## config.mk

```make
export PLATFORM = sky130hd
export DESIGN_NAME = hdlc_tx_channel
export DESIGN_NICKNAME = d
export VERILOG_FILES = /design/src/rtl/hdlc_tx_channel.sv
export SDC_FILE = /design/constraint.sdc
export NUM_CORES = 1
export LEC_CHECK = 0
export CAP_MARGIN = 20
export CORE_UTILIZATION = 50
export DETAILED_ROUTE_END_ITERATION = 8
export GPL_TIMING_DRIVEN = 0
export PLACE_DENSITY = 0.74
export SLEW_MARGIN = 20
export SYNTH_ARGS = -nofsm -noshare
export SYNTH_HDL_FRONTEND = slang
export SYNTH_SLANG_ARGS = --single-unit
```

## constraint.sdc

```tcl
create_clock -name Clk -period 3.5 [get_ports Clk]
set_input_delay 0.525 -clock Clk [delete_from_list [all_inputs] [get_ports Clk]]
set_output_delay 0.525 -clock Clk [all_outputs]
set_load 0.01 [all_outputs]
```

## src/rtl/hdlc_tx_channel.sv

```systemverilog
// HDLC transmit channel: serialises a buffered frame onto Tx as
// opening flag, zero-inserted payload, optional CRC-16 FCS, closing flag.
// An abort replaces the rest of the frame with 0 followed by seven 1s.
module hdlc_tx_channel #(
  parameter int MAX_FRAME_SIZE = 126
) (
  input  logic       Clk,
  input  logic       Rst,
  input  logic       Tx_Start,
  input  logic [7:0] Tx_FrameSize,
  input  logic       Tx_FCSen,
  input  logic       Tx_AbortFrame,
  input  logic [7:0] Tx_Data,
  output logic       Tx_RdBuff,
  output logic       Tx,
  output logic       TxEN,
  output logic       Tx_Busy,
  output logic       Tx_Done,
  output logic       Tx_AbortedTrans
);

  typedef enum logic [2:0] {
    IDLE, START_FLAG, DATA, FCS, END_FLAG, ABORT
  } state_t;

  localparam logic [7:0]  FLAG     = 8'h7E;
  localparam logic [7:0]  MAX_SIZE = 8'(MAX_FRAME_SIZE);
  localparam logic [15:0] CRC_POLY = 16'h8005;

  state_t      state, stateNext;
  logic [3:0]  bitCnt, bitCntNext;
  logic [7:0]  byteCnt, byteCntNext;
  logic [7:0]  fetchCnt, fetchCntNext;
  logic [2:0]  onesCnt, onesCntNext;
  logic [15:0] crc, crcNext;
  logic        fieldDone, fieldDoneNext;
  logic [7:0]  frameSize;
  logic        fcsEn;
  logic [7:0]  holdReg, curByte;
  logic        rdDly;
  logic        doneReg, abortedReg;
  logic        doneNext, abortedNext;
  logic        loadByte;
  logic        startOk;
  logic        stuffNow;
  logic        curBit, fcsBit;
  logic        txBit, txEnComb, rdComb;

  // One serial step of CRC-16 (x^16+x^15+x^2+1), MSB-side feedback.
  function automatic logic [15:0] crcStep(input logic [15:0] c, input logic d);
    logic fb;
    fb = c[15] ^ d;
    return {c[14:0], 1'b0} ^ (fb ? CRC_POLY : 16'h0000);
  endfunction

  assign startOk  = Tx_Start && (Tx_FrameSize != 8'd0) && (Tx_FrameSize <= MAX_SIZE);
  assign stuffNow = (onesCnt == 3'd5);
  assign curBit   = curByte[bitCnt[2:0]];
  assign fcsBit   = crc[bitCnt];

  // Next-state, bit selection and strobes for the serialiser.
  always_comb begin
    stateNext     = state;
    bitCntNext    = bitCnt;
    byteCntNext   = byteCnt;
    fetchCntNext  = fetchCnt;
    onesCntNext   = onesCnt;
    crcNext       = crc;
    fieldDoneNext = fieldDone;
    loadByte      = 1'b0;
    doneNext      = 1'b0;
    abortedNext   = 1'b0;
    txBit         = 1'b1;
    txEnComb      = 1'b1;
    rdComb        = 1'b0;
    case (state)
      IDLE: begin
        txEnComb = 1'b0;
        if (startOk) begin
          stateNext     = START_FLAG;
          bitCntNext    = 4'd0;
          byteCntNext   = 8'd0;
          fetchCntNext  = 8'd0;
          onesCntNext   = 3'd0;
          crcNext       = 16'h0000;
          fieldDoneNext = 1'b0;
        end
      end
      START_FLAG: begin
        txBit       = FLAG[bitCnt[2:0]];
        onesCntNext = 3'd0;
        if (bitCnt == 4'd0) begin
          rdComb       = 1'b1;
          fetchCntNext = fetchCnt + 8'd1;
        end
        if (Tx_AbortFrame) begin
          stateNext  = ABORT;
          bitCntNext = 4'd0;
        end else if (bitCnt == 4'd7) begin
          stateNext  = DATA;
          bitCntNext = 4'd0;
          loadByte   = 1'b1;
        end else begin
          bitCntNext = bitCnt + 4'd1;
        end
      end
      DATA: begin
        if (stuffNow) begin
          // Inserted zero: no payload bit consumed, CRC untouched.
          txBit       = 1'b0;
          onesCntNext = 3'd0;
          if (fieldDone) begin
            fieldDoneNext = 1'b0;
            bitCntNext    = 4'd0;
            stateNext     = fcsEn ? FCS : END_FLAG;
          end
        end else begin
          txBit       = curBit;
          onesCntNext = curBit ? onesCnt + 3'd1 : 3'd0;
          crcNext     = crcStep(crc, curBit);
          if (bitCnt == 4'd0 && fetchCnt < frameSize) begin
            rdComb       = 1'b1;
            fetchCntNext = fetchCnt + 8'd1;
          end
          if (bitCnt == 4'd7) begin
            bitCntNext = 4'd0;
            if (byteCnt == frameSize - 8'd1) begin
              // A fifth 1 on the last bit still needs its zero before the next field.
              if (curBit && onesCnt == 3'd4) fieldDoneNext = 1'b1;
              else stateNext = fcsEn ? FCS : END_FLAG;
            end else begin
              byteCntNext = byteCnt + 8'd1;
              loadByte    = 1'b1;
            end
          end else begin
            bitCntNext = bitCnt + 4'd1;
          end
        end
        if (Tx_AbortFrame) begin
          stateNext     = ABORT;
          bitCntNext    = 4'd0;
          fieldDoneNext = 1'b0;
        end
      end
      FCS: begin
        if (stuffNow) begin
          txBit       = 1'b0;
          onesCntNext = 3'd0;
          if (fieldDone) begin
            fieldDoneNext = 1'b0;
            bitCntNext    = 4'd0;
            stateNext     = END_FLAG;
          end
        end else begin
          txBit       = fcsBit;
          onesCntNext = fcsBit ? onesCnt + 3'd1 : 3'd0;
          if (bitCnt == 4'd15) begin
            bitCntNext = 4'd0;
            if (fcsBit && onesCnt == 3'd4) fieldDoneNext = 1'b1;
            else stateNext = END_FLAG;
          end else begin
            bitCntNext = bitCnt + 4'd1;
          end
        end
        if (Tx_AbortFrame) begin
          stateNext     = ABORT;
          bitCntNext    = 4'd0;
          fieldDoneNext = 1'b0;
        end
      end
      END_FLAG: begin
        txBit       = FLAG[bitCnt[2:0]];
        onesCntNext = 3'd0;
        if (bitCnt == 4'd7) begin
          stateNext  = IDLE;
          bitCntNext = 4'd0;
          doneNext   = 1'b1;
        end else begin
          bitCntNext = bitCnt + 4'd1;
        end
      end
      ABORT: begin
        txBit = (bitCnt != 4'd0);
        if (bitCnt == 4'd7) begin
          stateNext   = IDLE;
          bitCntNext  = 4'd0;
          abortedNext = 1'b1;
        end else begin
          bitCntNext = bitCnt + 4'd1;
        end
      end
      default: stateNext = IDLE;
    endcase
  end

  // Control state, counters, CRC and completion pulses.
  always_ff @(posedge Clk) begin
    if (Rst) begin
      state      <= IDLE;
      bitCnt     <= 4'd0;
      byteCnt    <= 8'd0;
      fetchCnt   <= 8'd0;
      onesCnt    <= 3'd0;
      crc        <= 16'h0000;
      fieldDone  <= 1'b0;
      frameSize  <= 8'd0;
      fcsEn      <= 1'b0;
      rdDly      <= 1'b0;
      doneReg    <= 1'b0;
      abortedReg <= 1'b0;
    end else begin
      state      <= stateNext;
      bitCnt     <= bitCntNext;
      byteCnt    <= byteCntNext;
      fetchCnt   <= fetchCntNext;
      onesCnt    <= onesCntNext;
      crc        <= crcNext;
      fieldDone  <= fieldDoneNext;
      rdDly      <= rdComb;
      doneReg    <= doneNext;
      abortedReg <= abortedNext;
      if (state == IDLE && startOk) begin
        frameSize <= Tx_FrameSize;
        fcsEn     <= Tx_FCSen;
      end
    end
  end

  // Byte path: buffer data lands in holdReg, then moves to the shifter per byte.
  always_ff @(posedge Clk) begin
    if (rdDly) holdReg <= Tx_Data;
    if (loadByte) curByte <= holdReg;
  end

  assign Tx              = txBit;
  assign TxEN            = txEnComb;
  assign Tx_RdBuff       = rdComb;
  assign Tx_Busy         = (state != IDLE);
  assign Tx_Done         = doneReg;
  assign Tx_AbortedTrans = abortedReg;

endmodule

```

* Word-level counts from Yosys, hierarchy flattened
Memories as Yosys holds them, arrays and structs flattened. A register that Yosys moved wholly into a read port is not among the register bits. Index checks and enable logic that the tools add are counted. W data, S select, Z words.
Storage, ports and cells: bits in registers 71, memory bits (read-only) 8, input port bits 21, word-level logic and storage cells 160, memories 1
Memories:
- (name not given) | depth 8, bits a word 1, rd ports 1, clocked after memory_dff 1, write ports 0, line 172 | txBit = FLAG[bitCnt[2:0]];
Operators by class: add/subtract/negate cells 5, magnitude comparators 4, equality and inequality tests 27, multiplexer cells 78, bitwise operators 4, reductions and logical operators 27
Operators by type and width (number):
- $mux W3 | 23
- $mux W8 | 7
- $mux W16 | 3
- $mux W4 | 9
- $ne A4 B4 Y1 const B | 9
- $pmux W16 S2 | 1
- $mux W1 | 24
- $pmux W8 S3 | 1
- $pmux W4 S5 | 1
- $add A8 B1 Y8 const B | 2
- $pmux W8 S2 | 1
- $xor A16 B16 Y16 | 1
- $pmux W3 S5 | 1
- $eq A3 B3 Y1 const B | 4
- $ne A2 B2 Y1 const B | 6
- $pmux W3 S4 | 1
- $reduce_and A10 Y1 | 1
- $reduce_and A5 Y1 | 2
- $reduce_bool A3 Y1 | 3
- $eq A8 B8 Y1 | 1
- $le A8 B7 Y1 const B | 1
- $lt A8 B8 Y1 | 1
- $reduce_bool A4 Y1 | 2
- $reduce_bool A8 Y1 | 1
- 27 further kinds | 39

* Longest topological paths before layout
Gate-level depths: netlist (run 1).
depth after elaboration 9, gate-level depth with buffers 10, mapped depth without buffers 9

* Worst setup path before layout (run 1)
No wires, ideal clock.
path kind register to register, from register frameSize[0], to register curByte[0] (enable), library setup time 0.395 ns, arrival 2.393 ns, required time 3.105 ns, slack 0.713 ns, stages on the path, launching flop included 10, clock period less this slack 2.787 ns, cells stage by stage dfxtp_1 -> inv_1 -> ha_1 -> nor3b_1 -> nand3_1 -> nor4b_1 -> o21ai_0 -> o21ai_1 -> o21a_1 -> nor4_1
Between the ends: longest elaborated chain between the ends 6
RTL lines:
- start, declared | line 37 | logic [7:0] frameSize;
- start signal, assigned | line 223 | frameSize <= Tx_FrameSize;
- $sub A8 B1 Y8 | line 127 | if (byteCnt == frameSize - 8'd1) begin
- $eq A8 B8 Y1 | line 127
- $mux W1 | line 127
- $mux W1 | line 125 | if (bitCnt == 4'd7) begin
- $mux W1 | line 108 | if (stuffNow) begin
- $pmux W1 S2 | line 76 | case (state)
- via loadByte | line 43 | logic loadByte;
- end signal, assigned | line 232 | if (loadByte) curByte <= holdReg;
- end, declared | line 39 | logic [7:0] holdReg, curByte;
The timed path passes the listed nets, and every way through them passes these cells. A chain may end at the register's enable or synchronous reset.

* Final worst setup path (run 1)
from register frameSize[4], to output Tx_RdBuff
Between the ends: longest elaborated chain between the ends 5
RTL lines:
- $lt A8 B8 Y1 | line 121 | if (bitCnt == 4'd0 && fetchCnt < frameSize) begin
- $logic_and A1 B1 Y1 | line 121
- $mux W1 | line 121
- $mux W1 | line 108
- $pmux W1 S2 | line 76
- end, declared | line 14 | output logic Tx_RdBuff,
No other way between the ends.

==> results of run 1 <==
state kept, by name, indices dropped and copies added, names as in the netlist, named ones only:
register and flops:
fcsEn 1, onesCnt 3, fieldDone 1, state 3, frameSize 8, crc 16, Tx_AbortedTrans 1, fetchCnt 8
rdDly 1, bitCnt 4, curByte 8, Tx_Done 1, byteCnt 8, holdReg 8
power breakdown:
group / switching (W) / internal, W / total [W]
Clock: 0.000328 / 0.000376 / 0.000704
Sequential: 0.0000656 / 0.000911 / 0.000976
Combinational: 0.000443 / 0.000312 / 0.000755
cell usage after synthesis, types with 6 or more instances:
library cell	n	area [sq um]
dfxtp_1	56	1121
nand2_1	56	210.2
a21oi_1	44	220.2
nor2_1	35	131.4
nand3_1	30	150.1
inv_1	23	86.33
edfxtp_1	16	480.5
clkbuf_1	15	56.30
ha_1	15	187.7
o21ai_0	14	70.07
or3_1	9	56.30
nor2b_1	8	50.05
a21o_1	6	45.04
and3_1	6	37.54
nor3_1	6	30.03
o211ai_1	6	45.04
xnor2_1	6	52.55
layout make-up:
class,instances,area (sq um)
flip-flops and latches,72,1602
fillers,653,2885
plain buffers,26,115.1
clock buffers,11,152.6
clock inverters,5,63.81
multi-input cells,324,2121
repair buffers,26,259.0
inverters,23,86.33
well taps,99,123.9
stage by stage:
stage / hold WS [ns] / area, sq um / power (W)
global route: 0.4122 / 4523 / 0.002573
global placement: 0.4003 / 4294 / 0.001719
CTS: 0.4119 / 4516 / 0.002437
detailed placement: 0.4045 / 4300 / 0.001734
finish: 0.4142 / 4523 / 0.002436
floorplan: 0.4003 / 3910 / 0.001493
cells by family after synthesis:
logic type / count (synthesis) / synth area share
compound gates: 103 / 0.1702
flops: 72 / 0.4096
mux: 16 / 0.07136
fa+ha+maj: 15 / 0.04800
buf+inv: 49 / 0.05152
simple gates: 179 / 0.2246
xor+xnor: 11 / 0.02464
critical path: stages (launching register included):
cell             delay (ns)
dfxtp_1                0.50
inv_1                  0.08
ha_1                   0.30
a21o_1                 0.11
a21o_1                 0.10
a21oi_1                0.06
o221a_2                0.27
a32oi_1                0.49
inv_1                  0.09
clkdlybuf4s50_1        0.49
routing by layer:
layer | track usage | vias up
met5 | 0 | -
met3 | 0.05303 | 25
met2 | 0.4141 | 113
met4 | 0.08333 | 0
met1 | 0.2948 | 1609
li1 | - | 1680
what timing repair did:
item / 4_1_cts / 5_1_grt
resized for setup: 1 / 0
hold buffers: 0 / 0
setup buffers: 0 / 0
endpoints found under the hold margin: 0 / 0
endpoints found under the setup margin: 1 / 0
how the worst max path moves through the flow:
stage | to | slack, ns | cells past startpoint
finish | Tx_RdBuff | 0.13 | 9
global route | Tx_RdBuff | 0.03 | 9
CTS | Tx_RdBuff | 0.17 | 9
detailed placement | byteCnt[3] | 0.33 | 8
global placement | curByte[2] | 0.18 | 8
floorplan | curByte[0] | 0.71 | 9
==> key figures, run 1 <==
Status
  – Status: finished, final reports clean

Global route
  – Vias in the first global route: 3247
  – First-pass GRT wire length: 15540 microns
  – Congestion Overflow GR: 0
  – Total global-route track usage: 0.2401
  – Initial antenna violation count: 0
  – Pin count of the biggest net entering global routing: 14

Synth
  – Mean post-synth cell area: 8.787 sq um
  – Top FF cell, synth: dfxtp_1
  – Cells after Synth: 445
  – Synth unique cells: 63
  – Post-Syn Nets: 481
  – Synth warn: 0
  – Number of enable flip-flop cells after synthesis: 16
  – Register area share after synthesis: 0.4096
  – Post-Syn Area: 0.003910 sq mm
  – Async S/R FF share, synth: 0
  – Flops & latches, synth: 72

Cells and area
  – Layout net count: 518
  – Layout cells sized above 1: 0.08624
  – Fin util: 0.6105
  – Antenna cells: 0
  – Non-filler cells, final: 586
  – Commonest non-fill, non-tap cells in the layout: dfxtp_1, nand2_1, a21oi_1
  – Area grow syn2layout: 15.68%

Clock tree
  – TritonCTS clock tree: done
  – Worst skew pair latency: 0.35 ns
  – CTS max path bufs: 2
  – H-tree Lvls: 3
  – Clock root buffer: clkbuf_8
  – Clock transition at the registers of the reported paths: 0.08 ns
  – Clock sink count: 72
  – CTS buffer count: 9

Critical path
  – RR Startpoint: frameSize[0]
  – Path depth of the worst reg2reg path: 9
  – Worst R2R Setup Slack: 0.45 ns
  – CP startpoint: frameSize[4]
  – Worst Setup End Kind: output pin
  – Critical path class: reg -> out
  – Worst-path fanout max: 6
  – Worst setup SP type: register
  – Worst EP required: 2.97 ns
  – Critical Path AT: 2.84 ns
  – Reg2Reg Capture Point: curByte[6]

Route
  – Final WL: 9359 microns
  – Vias post-DR: 3427
  – Antenna Nets Post-Route: 0
  – Initial DRC count: 335
  – Met1 wire length: 4114 microns
  – Post-route DRC: 0
  – Routed wire per std cell: 15.97 microns
  – Routed vias/inst: 5.848
  – Met3 Wirelength: 431 microns
  – DRT Pass-1 Iters: 5
  – Met2 routed WL: 4578 microns
  – Uppermost layer routed: met4

Placement
  – GPL Wtd Cong: 0.9200
  – Worst slack at placement: 0.3286 ns
  – Detail Placement HPWL: 6819 microns
  – Dpl cells: 570
  – IO Port Bufs: 26

Floorplan
  – Starting Density: 0.5278
  – Full die area: 0.008178 sq mm
  – Die W: 90.43 microns
  – Core ar.: 0.007408 sq mm
  – Die Ht: 90.43 microns
  – I/O pins: 27
  – # rows: 31

Timing
  – Fmax: 296.9 MHz
  – Clock skew: 0.006804 ns
  – Worst-Margin Slew: 0.9411 ns
  – Final Hold Fails: 0
  – Final min period: 3.368 ns
  – Slew Limit Headroom: 0.3673
  – Final worst-path cycle share: 0.9622
  – RSZ-0062 raised after global routing: no
  – Final setup violation count: 0
  – Final slew viol count: 0
  – Final TNS setup: 0 ns
  – Final worst setup slack: 0.1321 ns

Power and ir drop
  – Peak VDD IR: 0.4565 mV
  – Static leakage: 1.616 nW
  – Power Density: 538.5 mW/mm^2

Job
  – Max-cap violation count: 0

Hold path
  – Number of stages on the worst hold path: 0
  – Hold path start: holdReg[2]
  – Worst min-delay path class: reg -> reg
  – Min-Delay Endpoint: curByte[2]
No activity file was read; power rests on OpenSTA's default activity.
==> run 2, diff against run 1 <==
--- a/config.mk
+++ b/config.mk
@@ -6,11 +6,12 @@
 export NUM_CORES = 1
 export LEC_CHECK = 0
 export CAP_MARGIN = 20
-export CORE_UTILIZATION = 50
+export CORE_UTILIZATION = 59
 export DETAILED_ROUTE_END_ITERATION = 8
 export GPL_TIMING_DRIVEN = 0
-export PLACE_DENSITY = 0.74
+export PLACE_DENSITY = 0.85
 export SLEW_MARGIN = 20
 export SYNTH_ARGS = -nofsm -noshare
 export SYNTH_HDL_FRONTEND = slang
 export SYNTH_SLANG_ARGS = --single-unit
+export TNS_END_PERCENT = 1
==> run 2 against run 1 <==
  * Combinational power about the same
  * Register-to-register slack about the same
  * First-iteration DRC count down 27%
  * Sequential power about the same
==> key figures, run 2 (synthesis gave the netlist of run 1 again) <==
Timing
  – Final TNS setup: 0 ns (unchanged)
  – Clock skew: 0.009263 ns (was 0.006804 ns)
  – Worst-Margin Slew: 1.098 ns (was 0.9411 ns)
  – Fin Hold WS: 0.4265 ns (was 0.4142 ns)
  – Fmax: 298.3 MHz (was 296.9 MHz)
  – Final slew viol count: 0 (unchanged)
  – Final Hold Fails: 0 (unchanged)
  – Final setup violation count: 0 (unchanged)
  – Final worst-path cycle share: 0.9578 (was 0.9622)
  – Slew Limit Headroom: 0.2562 (was 0.3673)
  – Final min period: 3.352 ns (was 3.368 ns)
  – Final worst setup slack: 0.1477 ns (was 0.1321 ns)
  – RSZ-0062 raised after global routing: no (unchanged)

Cells and area
  – Multi-input gate area: 0.002113 sq mm (was 0.002121 sq mm)
  – Layout net count: 518 (unchanged)
  – Layout cells sized above 1: 0.08419 (was 0.08624)
  – Largest reg by FF count: crc (unchanged)
  – Area grow syn2layout: 15.42% (was 15.68%)
  – Fin util: 0.7067 (was 0.6105)
  – FF/Latch Area: 0.001602 sq mm (unchanged)
  – Max reg flops: 16 (unchanged)
  – Fill count: 507 (was 653)
  – Antenna cells: 0 (unchanged)
  – Commonest non-fill, non-tap cells in the layout: dfxtp_1, nand2_1, a21oi_1 (unchanged)
  – Non-filler cells, final: 564 (was 586)

Floorplan
  – Full die area: 0.006956 sq mm (was 0.008178 sq mm)
  – Core ar.: 0.006386 sq mm (was 0.007408 sq mm)
  – I/O pins: 27 (unchanged)
  – Die W: 83.41 microns (was 90.43 microns)
  – # rows: 29 (was 31)
  – Starting Density: 0.6123 (was 0.5278)
  – Die Ht: 83.41 microns (was 90.43 microns)

Hold path
  – Worst min-delay path class: reg -> reg (unchanged)

Placement
  – Detail Placement HPWL: 6730 microns (was 6819 microns)
  – Dpl cells: 548 (was 570)
  – Worst slack at placement: 0.4008 ns (was 0.3286 ns)
  – GPL Wtd Cong: 0.9070 (was 0.9200)
  – IO Port Bufs: 26 (unchanged)

Critical path
  – Worst setup SP type: register (unchanged)
  – Critical Path AT: 2.83 ns (was 2.84 ns)
  – Critical path class: reg -> out (unchanged)
  – Worst EP required: 2.97 ns (about the same)
  – Worst R2R Setup Slack: 0.46 ns (was 0.45 ns)
  – Worst-path fanout max: 6 (unchanged)
  – Worst Setup End Kind: output pin (unchanged)

Route
  – Final WL: 9392 microns (was 9359 microns)
  – Post-route DRC: 0 (unchanged)
  – Routed wire per std cell: 16.65 microns (was 15.97 microns)
  – Antenna Nets Post-Route: 0 (unchanged)
  – Initial DRC count: 243 (was 335)
  – DRT Pass-1 Iters: 5 (unchanged)
  – Vias post-DR: 3491 (was 3427)
  – Routed vias/inst: 6.190 (was 5.848)

Clock tree
  – Clock transition at the registers of the reported paths: 0.08 ns (about the same)
  – TritonCTS clock tree: done (unchanged)
  – Clock sink count: 72 (unchanged)
  – Hold_buf cts: 0 (unchanged)
  – CTS max path bufs: 2 (unchanged)
  – CTS buffer count: 9 (unchanged)
  – Worst skew pair latency: 0.36 ns (was 0.35 ns)
  – CTS resizes: 0 (was 1)
  – Post-CTS Repair Setup Buffers: 0 (unchanged)
  – H-tree Lvls: 3 (unchanged)
  – Clock root buffer: clkbuf_8 (unchanged)

Job
  – Max-cap violation count: 0 (unchanged)

Global route
  – Initial antenna violation count: 0 (unchanged)
  – First-pass GRT wire length: 15180 microns (was 15540 microns)
  – Pin count of the biggest net entering global routing: 14 (unchanged)
  – Total global-route track usage: 0.2780 (was 0.2401)
  – Congestion Overflow GR: 0 (unchanged)
  – Vias in the first global route: 3247 (unchanged)

Power and ir drop
  – Static leakage: 1.630 nW (was 1.616 nW)
  – Peak VDD IR: 0.4754 mV (was 0.4565 mV)
  – Power Density: 558.5 mW/mm^2 (was 538.5 mW/mm^2)

Status
  – Status: finished, final reports clean (unchanged)
[run 2: cell count changes in the layout (fill, tap and decap cells not counted), sizes merged]
| cell | before | now |
|---|---|---|
| dlygate4sd2 | 1 | 0 |
| inv | 23 | 25 |
| bufinv | 1 | 2 |
| clkinv | 3 | 0 |
| dlymetal6s2s | 0 | 1 |
[run 2: worst paths after layout]
kind | cells past startpoint | startpoint | end
max | 9 | frameSize[4] | Tx_RdBuff
min | 0 | holdReg[1] | curByte[1]
max reg2reg | 9 | frameSize[1] | curByte[5]
min reg2reg | 0 | holdReg[1] | curByte[1]
[run 2: layout make-up]
cell class	instances	share of cell area
Clock inverter	5	0.01885
Clock buffer	11	0.03382
Multi-Input combinational cell	324	0.4683
Sequential cell	72	0.3549
Buffer	26	0.02551
Inverter	23	0.01913
Timing Repair Buffer	26	0.05822
Tap cell	77	0.02135
[run 2: worst max-delay path, cell delays in order, from the launching register on]
cell and delay (ns):
dfxtp_1 0.49, inv_1 0.08, ha_1 0.29, a21o_1 0.11
a21o_1 0.11, a21oi_1 0.07, o221a_2 0.28, a32oi_1 0.47
inv_1 0.08, clkdlybuf4s50_1 0.49
[run 2: metrics by stage]
stage	total power, W	area [sq um]
after floorplan	0.001493	3910
after detailed placement	0.001734	4273
final	0.002521	4513
after global placement	0.001713	4267
after CTS	0.002517	4511
after global routing	0.002631	4513
[run 2: where the power goes]
| group | switching (W) | total [W] | internal (W) |
|---|---|---|---|
| Clock | 0.000338 | 0.000788 | 0.000450 |
| Sequential | 0.0000644 | 0.000975 | 0.000911 |
| Combinational | 0.000445 | 0.000757 | 0.000312 |
| Total | 0.000848 | 0.00252 | 0.00167 |
[run 2: per-layer routing]
layer | share of wire | vias up | global-route usage
met5 | 0 | - | 0
met4 | 0.025 | 0 | 0.1160
met3 | 0.049 | 25 | 0.06362
met2 | 0.50 | 115 | 0.4769
met1 | 0.42 | 1665 | 0.3355
li1 | - | 1686 | -
==> run 3, diff against run 2 <==
--- a/config.mk
+++ b/config.mk
@@ -5,11 +5,13 @@
 export SDC_FILE = /design/constraint.sdc
 export NUM_CORES = 1
 export LEC_CHECK = 0
-export CAP_MARGIN = 20
-export CORE_UTILIZATION = 59
+export CAP_MARGIN = 5
+export CELL_PAD_IN_SITES_DETAIL_PLACEMENT = 1
+export CELL_PAD_IN_SITES_GLOBAL_PLACEMENT = 2
+export CORE_UTILIZATION = 35
 export DETAILED_ROUTE_END_ITERATION = 8
 export GPL_TIMING_DRIVEN = 0
-export PLACE_DENSITY = 0.85
+export PLACE_DENSITY = 0.82
 export SLEW_MARGIN = 20
 export SYNTH_ARGS = -nofsm -noshare
 export SYNTH_HDL_FRONTEND = slang
==> run 3 against run 2 <==
  * Routed wire length rose by 13%
  * Sequential power hardly changed
  * Critical path type unchanged
  * Largest power group unchanged
  * Worst hold slack got worse by 0.0036 ns
  * Flip-flop and latch count did not move
  * Cell area is 1.8% higher
  * Clock-buffer cell count unchanged
  * Sequential share of layout area decreased by 0.64 points
  * Clock power is 1% lower
==> key figures, run 3 (synthesis gave the netlist of run 1 again) <==
Clock tree
  – H-tree Lvls: 3 (unchanged)
  – CTS max path bufs: 2 (unchanged)
  – CTS buffer count: 9 (unchanged)
  – Worst skew pair latency: 0.35 ns (was 0.36 ns)
  – TritonCTS clock tree: done (unchanged)
  – Clock sink count: 72 (unchanged)
  – Clock transition at the registers of the reported paths: 0.09 ns (was 0.08 ns)
  – Clock root buffer: clkbuf_8 (unchanged)

Route
  – Post-route DRC: 0 (unchanged)
  – Initial DRC count: 125 (was 243)
  – DRT Pass-1 Iters: 4 (was 5)
  – Antenna Nets Post-Route: 0 (unchanged)
  – Routed wire per std cell: 16.97 microns (was 16.65 microns)
  – Vias post-DR: 3429 (was 3491)
  – Routed vias/inst: 5.460 (was 6.190)
  – Final WL: 10660 microns (was 9392 microns)

Timing
  – Worst-Margin Slew: 0.9628 ns (was 1.098 ns)
  – Final setup violation count: 0 (unchanged)
  – Fmax: 303.1 MHz (was 298.3 MHz)
  – Final Hold Fails: 0 (unchanged)
  – Clock skew: 0.01297 ns (was 0.009263 ns)
  – Slew Limit Headroom: 0.3528 (was 0.2562)
  – Final min period: 3.299 ns (was 3.352 ns)
  – Final slew viol count: 0 (unchanged)
  – Final worst setup slack: 0.2009 ns (was 0.1477 ns)
  – RSZ-0062 raised after global routing: no (unchanged)
  – Final worst-path cycle share: 0.9426 (was 0.9578)
  – Final TNS setup: 0 ns (unchanged)

Cells and area
  – Fill count: 1290 (was 507)
  – Commonest non-fill, non-tap cells in the layout: dfxtp_1, nand2_1, a21oi_1 (unchanged)
  – Antenna cells: 0 (unchanged)
  – Area grow syn2layout: 17.54% (was 15.42%)
  – Max reg flops: 16 (unchanged)
  – Multi-input gate area: 0.002113 sq mm (unchanged)
  – Layout net count: 519 (was 518)
  – Layout cells sized above 1: 0.09221 (was 0.08419)
  – FF/Latch Area: 0.001602 sq mm (unchanged)
  – Largest reg by FF count: crc (unchanged)

Critical path
  – Worst Setup End Kind: output pin (unchanged)
  – Critical path class: reg -> out (unchanged)
  – Worst setup SP type: register (unchanged)
  – Worst EP required: 2.97 ns (about the same)
  – Worst-path fanout max: 6 (unchanged)
  – Critical Path AT: 2.77 ns (was 2.83 ns)

Hold path
  – Worst min-delay path class: reg -> reg (unchanged)

Floorplan
  – Core ar.: 0.01084 sq mm (was 0.006386 sq mm)
  – Die Ht: 107.7 microns (was 83.41 microns)
  – Die W: 107.7 microns (was 83.41 microns)
  – # rows: 38 (was 29)
  – Starting Density: 0.3607 (was 0.6123)
  – I/O pins: 27 (unchanged)
  – Full die area: 0.01160 sq mm (was 0.006956 sq mm)

Power and ir drop
  – Static leakage: 1.619 nW (was 1.630 nW)
  – Power Density: 552.3 mW/mm^2 (was 558.5 mW/mm^2)
  – Peak VDD IR: 0.2825 mV (was 0.4754 mV)

Placement
  – GPL Wtd Cong: 0.8306 (was 0.9070)
  – Worst slack at placement: 0.3512 ns (was 0.4008 ns)
  – Detail Placement HPWL: 8108 microns (was 6730 microns)
  – IO Port Bufs: 26 (unchanged)

Status
  – Status: finished, final reports clean (unchanged)

Global route
  – First-pass GRT wire length: 17800 microns (was 15180 microns)
  – Vias in the first global route: 3579 (was 3247)
  – Congestion Overflow GR: 0 (unchanged)
  – Total global-route track usage: 0.2013 (was 0.2780)
  – Pin count of the biggest net entering global routing: 14 (unchanged)
  – Initial antenna violation count: 0 (unchanged)

Job
  – Max-cap violation count: 0 (unchanged)
-- run 3: changes by cell type in the layout (fill, tap and decap cells not counted) --
cell,before,now
buf_4,1,2
dlygate4sd2_1,0,1
inv_6,2,1
o311ai_2,0,1
dlymetal6s2s_1,1,0
clkinv_4,0,1
mux4_1,5,3
mux4_2,2,4
o311ai_1,1,0
-- run 3: critical path, cell delays in order, from the launching register on --
cell and delay (ns):
dfxtp_1 0.47, inv_1 0.08, ha_1 0.30, a21o_1 0.11
a21o_1 0.10, a21oi_1 0.06, o221a_2 0.28, a32oi_1 0.46
inv_1 0.08, clkdlybuf4s50_1 0.49
-- run 3: final timing paths --
| check | slack [ns] | startpoint | cells after the start | end |
|---|---|---|---|---|
| setup / recovery | 0.20 | frameSize[4] | 9 | Tx_RdBuff |
| hold / removal | 0.42 | holdReg[7] | 0 | curByte[7] |
| setup reg to reg | 0.42 | frameSize[0] | 8 | curByte[3] |
| hold reg to reg | 0.42 | holdReg[7] | 0 | curByte[7] |
-- run 3: metal layers --
metal	track usage	vias to the layer above	wire, microns
met3	0.03571	13	291
li1	-	1679	-
met1	0.2353	1696	4800
met2	0.3672	41	5366
met5	0	-	0
met4	0.06751	0	198
-- run 3: timing repair --
item / in CTS / in global routing
hold buffers: 0 / 0
buffers inserted: 1 / 0
gates resized for setup: 3 / 0
setup endpoints to repair: 1 / 0
-- run 3: where the power goes --
group          total (W)  switching (W)  internal, W  leakage, nW
sequential      0.000973      0.0000625     0.000911        0.598
combinational   0.000785       0.000468     0.000317        0.906
clock           0.000780       0.000331     0.000449        0.115
total            0.00254       0.000862      0.00168         1.62
-- run 3: cell type report --
class                           instances  area share
Buffer                                 26     0.02505
Inverter                               23     0.01879
Tap cell                              140     0.03812
Multi-Input combinational cell        324      0.4598
Sequential cell                        72      0.3485
Clock inverter                          5     0.01851
Timing Repair Buffer                   27     0.05799
Clock buffer                           11     0.03322
-- run 3: stage by stage --
stage | cells | cell area [sq um] | hold slack, ns | utilization | power [W]
after floorplan | 445 | 3910 | 0.4003 | - | 0.001493
after global placement | 611 | 4345 | 0.4001 | 0.4009 | 0.001748
after detailed placement | 611 | 4359 | 0.4061 | 0.4021 | 0.001777
after CTS | 628 | 4596 | 0.4187 | 0.4239 | 0.002581
after global routing | 628 | 4596 | 0.4243 | 0.4239 | 0.002696
final | 628 | 4596 | 0.4229 | 0.4239 | 0.002538
